<file path="src/rtl/vram_arbiter.sv">
// VRAM port arbiter: pixel-fetch reads always win; CPU writes are queued in a
// small FIFO and drained only while the video timing reports writable.
module vram_arbiter #(
    parameter int ADDR_W     = 12,
    parameter int DATA_W     = 8,
    parameter int FIFO_DEPTH = 4
) (
    input  logic                          clk,
    input  logic                          rst,
    input  logic                          writable,
    input  logic                          fetch_req,
    input  logic [ADDR_W-1:0]             fetch_addr,
    output logic                          fetch_valid,
    output logic [DATA_W-1:0]             fetch_data,
    input  logic                          cpu_wr_en,
    input  logic [ADDR_W-1:0]             cpu_addr,
    input  logic [DATA_W-1:0]             cpu_wdata,
    output logic                          cpu_wr_ready,
    output logic                          overflow,
    output logic [$clog2(FIFO_DEPTH):0]   pending,
    output logic                          vblank_irq,
    output logic [ADDR_W-1:0]             vram_addr,
    output logic                          vram_we,
    output logic [DATA_W-1:0]             vram_wdata,
    input  logic [DATA_W-1:0]             vram_rdata
);
    localparam int PW = $clog2(FIFO_DEPTH);
    localparam int CW = PW + 1;

    typedef enum logic [1:0] {GNT_IDLE, GNT_READ, GNT_WRITE} grant_t;

    logic [ADDR_W-1:0] r_fifo_addr [FIFO_DEPTH];
    logic [DATA_W-1:0] r_fifo_data [FIFO_DEPTH];
    logic [PW-1:0]     r_wptr;
    logic [PW-1:0]     r_rptr;
    logic [CW-1:0]     r_count;
    logic              r_overflow;
    logic              r_fetch_valid;
    logic [DATA_W-1:0] r_fetch_data;
    logic              r_writable_q;
    logic              r_irq;

    grant_t w_grant;
    logic   w_ready;
    logic   w_push;
    logic   w_pop;

    // Ready looks only at the registered count, so a same-cycle pop never
    // frees a slot for a push and no cpu_* input reaches the VRAM port.
    assign w_ready = (r_count < CW'(FIFO_DEPTH));
    assign w_push  = cpu_wr_en && w_ready;
    assign w_pop   = (w_grant == GNT_WRITE);

    always_comb begin
        w_grant = GNT_IDLE;
        if (fetch_req)
            w_grant = GNT_READ;
        else if (writable && (r_count != '0))
            w_grant = GNT_WRITE;
    end

    always_comb begin
        vram_addr  = '0;
        vram_we    = 1'b0;
        vram_wdata = '0;
        case (w_grant)
            GNT_READ:  vram_addr = fetch_addr;
            GNT_WRITE: begin
                vram_addr  = r_fifo_addr[r_rptr];
                vram_wdata = r_fifo_data[r_rptr];
                vram_we    = 1'b1;
            end
            default: ;
        endcase
    end

    always_ff @(posedge clk) begin
        if (w_push) begin
            r_fifo_addr[r_wptr] <= cpu_addr;
            r_fifo_data[r_wptr] <= cpu_wdata;
        end
    end

    always_ff @(posedge clk) begin
        if (rst) begin
            r_wptr        <= '0;
            r_rptr        <= '0;
            r_count       <= '0;
            r_overflow    <= 1'b0;
            r_fetch_valid <= 1'b0;
            r_fetch_data  <= '0;
            r_writable_q  <= 1'b1;
            r_irq         <= 1'b0;
        end else begin
            if (w_push)
                r_wptr <= r_wptr + PW'(1);
            if (w_pop)
                r_rptr <= r_rptr + PW'(1);
            case ({w_push, w_pop})
                2'b10:   r_count <= r_count + CW'(1);
                2'b01:   r_count <= r_count - CW'(1);
                default: ;
            endcase
            if (cpu_wr_en && !w_ready)
                r_overflow <= 1'b1;
            r_fetch_valid <= (w_grant == GNT_READ);
            if (w_grant == GNT_READ)
                r_fetch_data <= vram_rdata;
            // History resets high so leaving reset during blanking is not an edge.
            r_writable_q <= writable;
            r_irq        <= writable && !r_writable_q;
        end
    end

    assign cpu_wr_ready = w_ready;
    assign overflow     = r_overflow;
    assign pending      = r_count;
    assign fetch_valid  = r_fetch_valid;
    assign fetch_data   = r_fetch_data;
    assign vblank_irq   = r_irq;

endmodule

</file>
<file path="config.mk">
export PLATFORM = sky130hd
export DESIGN_NAME = vram_arbiter
export DESIGN_NICKNAME = d
export VERILOG_FILES = /design/src/rtl/vram_arbiter.sv
export SDC_FILE = /design/constraint.sdc
export NUM_CORES = 1
export LEC_CHECK = 0
export BUFFER_PORTS_ARGS = -buffer_cell sky130_fd_sc_hd__buf_2
export CORE_AREA = 5 5 100 102
export DETAILED_ROUTE_END_ITERATION = 8
export DIE_AREA = 0 0 105 107
export PLACE_DENSITY = 0.62
export SYNTH_ARGS = -nofsm -noshare
export SYNTH_HDL_FRONTEND = slang
export SYNTH_SLANG_ARGS = --single-unit
</file>
<file path="constraint.sdc">
create_clock -name clk -period 5.4 [get_ports clk]
set_clock_uncertainty 0.15 [all_clocks]
set_input_delay 1.35 -clock clk [delete_from_list [all_inputs] [get_ports clk]]
set_output_delay 1.35 -clock clk [all_outputs]
set_load 0.01 [all_outputs]
</file>
== Word-level counts from Yosys, hierarchy flattened ==
Memories as Yosys holds them, arrays and structs flattened. A register that Yosys moved wholly into a read port is not among the register bits.
Cells that the tools add are included.
Operators by class
  add/subtract/negate cells: 4
  multipliers: 0
  div/mod/pow operators: 0
  order comparisons: 1
  equal/unequal tests: 4
  shift-type cells: 0
  mux-type cells: 12
  bitwise gates (word level): 0
  reductions and logical operators: 8
Operators with widths (count)
  $pmux W12 S2: 1
  $mux W2: 6
  $mux W8: 1
  $pmux W3 S2: 1
  $add A2 B1 Y2 const B: 2
  $eq A2 B1 Y1 const B: 2
  $eq A2 B2 Y1 const B: 2
  $logic_and A1 B1 Y1: 4
  $add A3 B1 Y3 const B: 1
  $lt A3 B3 Y1 const B: 1
  $mux W1: 3
  $reduce_bool A3 Y1: 1
  $sub A3 B1 Y3 const B: 1
  $logic_not A1 Y1: 2
  $reduce_bool A2 Y1: 1
Storage, ports and cells
  register bits: 19
  bits in latches: 0
  memory bits (writable): 80
  memory bits (read-only): 0
  bits of input ports: 45
  output and inout bits: 36
  logic and storage cells: 39
  memories: 2
Memory list
  r_fifo_addr: words 4, bits a word 12, read ports 1, clocked after Yosys merged registers in 1, write ports 1, line 32  | logic [ADDR_W-1:0] r_fifo_addr [FIFO_DEPTH];
  r_fifo_data: words 4, bits a word 8, read ports 1, clocked after Yosys merged registers in 1, write ports 1, line 33  | logic [DATA_W-1:0] r_fifo_data [FIFO_DEPTH];

== Longest topological paths before layout ==
  depth in word-level cells: 7
  mapped depth: 9
  gate-level depth less buffers: 8

== Worst setup path after synthesis ==
No wires, ideal clock.
  path kind: input port to output port
  start: in fetch_req
  end: out vram_addr[1]
  data arrival time: 2.017 ns
  data required time: 3.900 ns
  setup slack: 1.883 ns
  stages: 3
  buffers on the path: 1
  cells stage by stage: nor3b_2 -> buf_4 -> a22o_1
On the way
  cells in the longest elaborated chain, start to end: 3
  elaborated cells between the ends (all ways): 4
  those cells by class: eq/ne (2); mux (2)
RTL lines
  start, declared: line 11  | input logic fetch_req,
  $mux W2 (*): line 56  | if (fetch_req)
  $eq A2 B2 Y1 / $eq A2 B1 Y1 (equally long branches): line 66  | case (w_grant)
  $pmux W12 S2 (*): line 66
  end, declared: line 22  | output logic [ADDR_W-1:0] vram_addr,
Every way passes the cells marked *; elsewhere a longest branch is shown, timed or not.

== Worst setup path in the final report ==
  start: in fetch_req
  end: out vram_addr[6]
Same word-level chain as after synthesis.

==> flow_summary.ini <==
[outcome]
status = complete, no violations

[grt]
antenna_found_initial = 0
use_met2 = 0.220
grt_pass1_wl_mm = 11.3
gr-usage-met1 = 0.161
grtUsageTotal = 0.132
grt_start_max_net_pins = 24
grt.overflow.total = 0
top_usage_layer = met2
grtUsageMet3 = 0.0452
grt_pass1_vias = 2085

[die]
start_util = 0.437
dieArea_mm2 = 0.0112
core-area_mm2 = 0.00902
ios = 81
chipWidth_um = 105
die_h_um = 107
rows = 35

[finish]
fillers = 776
layout-drive-gt1-share = 0.399
nNetsFinal = 347
diodes = 0
stdcell_area_mm2 = 0.00463
area_delta_synth_final_pct = 17.6
instances_no_fill = 412

[synthesis]
synthCells = 214
ys_types = 27
synthAdderAreaFrac = 0.0210
synth_compound_area_frac = 0.0343
ys_seq_area_frac = 0.716
synthMuxAreaShare = 0.146
ys_warn_count = 0
synth_top_family_by_area = multiplexers
synth_nets = 265
syn-cell-area_mm2 = 0.00394
synth_xor_area_frac = 0.00667
syn-mean-instance-area_um2 = 18.4
synthSimpleGateAreaFrac = 0.0524
synth_seq_cells = 101

[hold_path]
hp-class = register to register

[power]
leakagePower_nw = 1.74
sw_frac_of_total = 0.247
power_frac_seq = 0.572
switchingPower_w = 0.000406
p_per_area_mw_per_mm2 = 354
power_w = 0.00164
vdd.ir_drop.worst_mv = 0.204
p_int_w = 0.00124
p_comb_frac = 0.143
pwr-share-clk = 0.285

[route]
wirelength_mm = 7.09
vias = 2088
dr.first_iter.drc_count = 80
vias_per_cell = 5.07
drc = 0
wl_per_cell_um = 17.2
ant_nets = 0
drtPass1Iterations = 4

[clock_tree]
cts_buffers = 9
clockRootBuffer = clkbuf_8
cts_tree = yes
cts.hold.buffers_added = 0
clock-sinks = 101
clkTransAtPathRegs_ns = 0.09
cts_resized = 0
postCtsSetupRepairBufs = 0
clock_path_buffers = 2
cts_max_level = 3
clock_latency_ns = 0.35

[run]
cap_violations = 0

[sta]
setup_viol = 0
layout_setup_ws_ns = 1.19
max_slew_margin = 0.255
layout_min_cycle_time_ns = 4.21
hold_viol = 0
tightestPinTransition_ns = 1.12
post-route-period-util = 0.780
drv_slew = 0
timing.fmax_ghz = 0.237
tns_ns = 0
grt_setup_unrepaired = false

[placed_design]
place_area_mm2 = 0.00444
hpwl_mm = 4.60
dp_worst_setup_slack_ns = 1.16
dp_cells = 396
buffer_ports.inserted = 80
globalplace.congestion = 0.667

[worst_setup_path]
crit_top_cell = buf_2
required_ns = 3.90
critPathArrivalTime_ns = 2.71
cp_slowest_stage_delay_ns = 0.45
crit_slowest_cell = nor3b_4
worstSetupEndpointType = primary output
crit_chain = buf_2 > nor3b_4 > buf_4 > a22o_1 > buf_2
critPathLaunchType = input port
path_max_fanout = 23
worstSetupPathType = input port to primary output
worst paths after layout:
path                            from                 endpoint  slack, ns  cells past startpoint
max                        fetch_req             vram_addr[6]       1.19                      5
min          r_writable_q$_SDFF_PP1_    vblank_irq$_SDFF_PP0_       0.24                      1
max reg2reg  pending[2]$_SDFFE_PP0P_  pending[2]$_SDFFE_PP0P_       2.96                      8
min reg2reg  r_writable_q$_SDFF_PP1_    vblank_irq$_SDFF_PP0_       0.24                      1
state kept, by name (all words and copies together) (netlist names), named ones only:
signal and cells:
fetch_data 8, fetch_valid 1, overflow 1, pending 3, r_fifo_addr 48, r_fifo_data 32, r_rptr 2, r_wptr 2
r_writable_q 1, vblank_irq 1
metal layers:
metal  part of all wire  vias to the layer above
li1                   -                      987
met1               0.42                     1036
met2               0.50                       61
met3              0.071                        4
met4             0.0068                        0
met5                  0                        -
power by group through the flow:
stage	Combinational (W)	Clock [W]	Sequential (W)
2_1_floorplan	0.000166	0	0.000942
3_3_place_gp	0.000239	0	0.000956
3_5_place_dp	0.000241	0	0.000959
4_1_cts	0.000242	0.000483	0.000941
5_1_grt	0.000264	0.000521	0.000948
6_report	0.000235	0.000468	0.000938
area by class of cell:
class	count	area [um2]	share of cell area
multi-input cells	95	1030	0.223
well taps	111	139	0.0300
repair buffers	82	415	0.0897
inverters	7	26.3	0.00567
clock buffers	9	124	0.0267
flip-flops and latches	101	2820	0.610
clock inverters	7	72.6	0.0157
critical path, delay by kind of cell:
family                 cells  cell delay (ns)
AO/OA/AOI/OAI              1             0.16
buffers and inverters      3             0.73
AND/OR/NAND/NOR            1             0.45
placed cells by master (no fill, tap or decap), types with 4 or more instances in the layout:
cell type,n
and2_1,12
dfxtp_1,20
a21oi_1,4
clkbuf_8,9
inv_1,7
edfxtp_1,80
mux2i_1,9
nor2_1,15
mux4_2,17
a22o_1,12
buf_2,80
ha_1,5
stage by stage:
stage / util / hold slack [ns]
floorplan: - / 0.223
global placement: 0.492 / 0.226
detailed placement: 0.492 / 0.232
CTS: 0.513 / 0.245
global route: 0.513 / 0.255
finish: 0.513 / 0.242
cells in the mapped netlist:
cell type	count	share of area
clkbuf_1	5	0.0048
ha_1	5	0.016
buf_6	2	0.0057
mux4_2	17	0.097
mux2_2	2	0.0057
nor2b_1	3	0.0048
inv_1	7	0.0067
fa_1	1	0.0051
nor3b_2	1	0.0032
a21oi_1	4	0.0051
nand3b_1	1	0.0019
mux2i_1	9	0.023
mux4_1	3	0.020
nor3_2	1	0.0025
buf_4	2	0.0038
or2_2	1	0.0016
and2_1	12	0.019
nor3b_1	1	0.0019
xnor2_1	1	0.0022
edfxtp_1	80	0.61
nor2_1	15	0.014
a22o_1	12	0.027
xor2_1	2	0.0044
dfxtp_1	21	0.11
or3_1	2	0.0032
buf_2	2	0.0025
o21ai_0	2	0.0025
cell families after synthesis:
family                     Yosys count
xor gates and xnor gates             3
buffers and inverters               18
AOI/OAI and AO/OA                   18
muxes                               31
DFF                                101
and+or+nand+nor                     37
adders and majority gates            6
No activity file was read; power rests on OpenSTA's default activity.
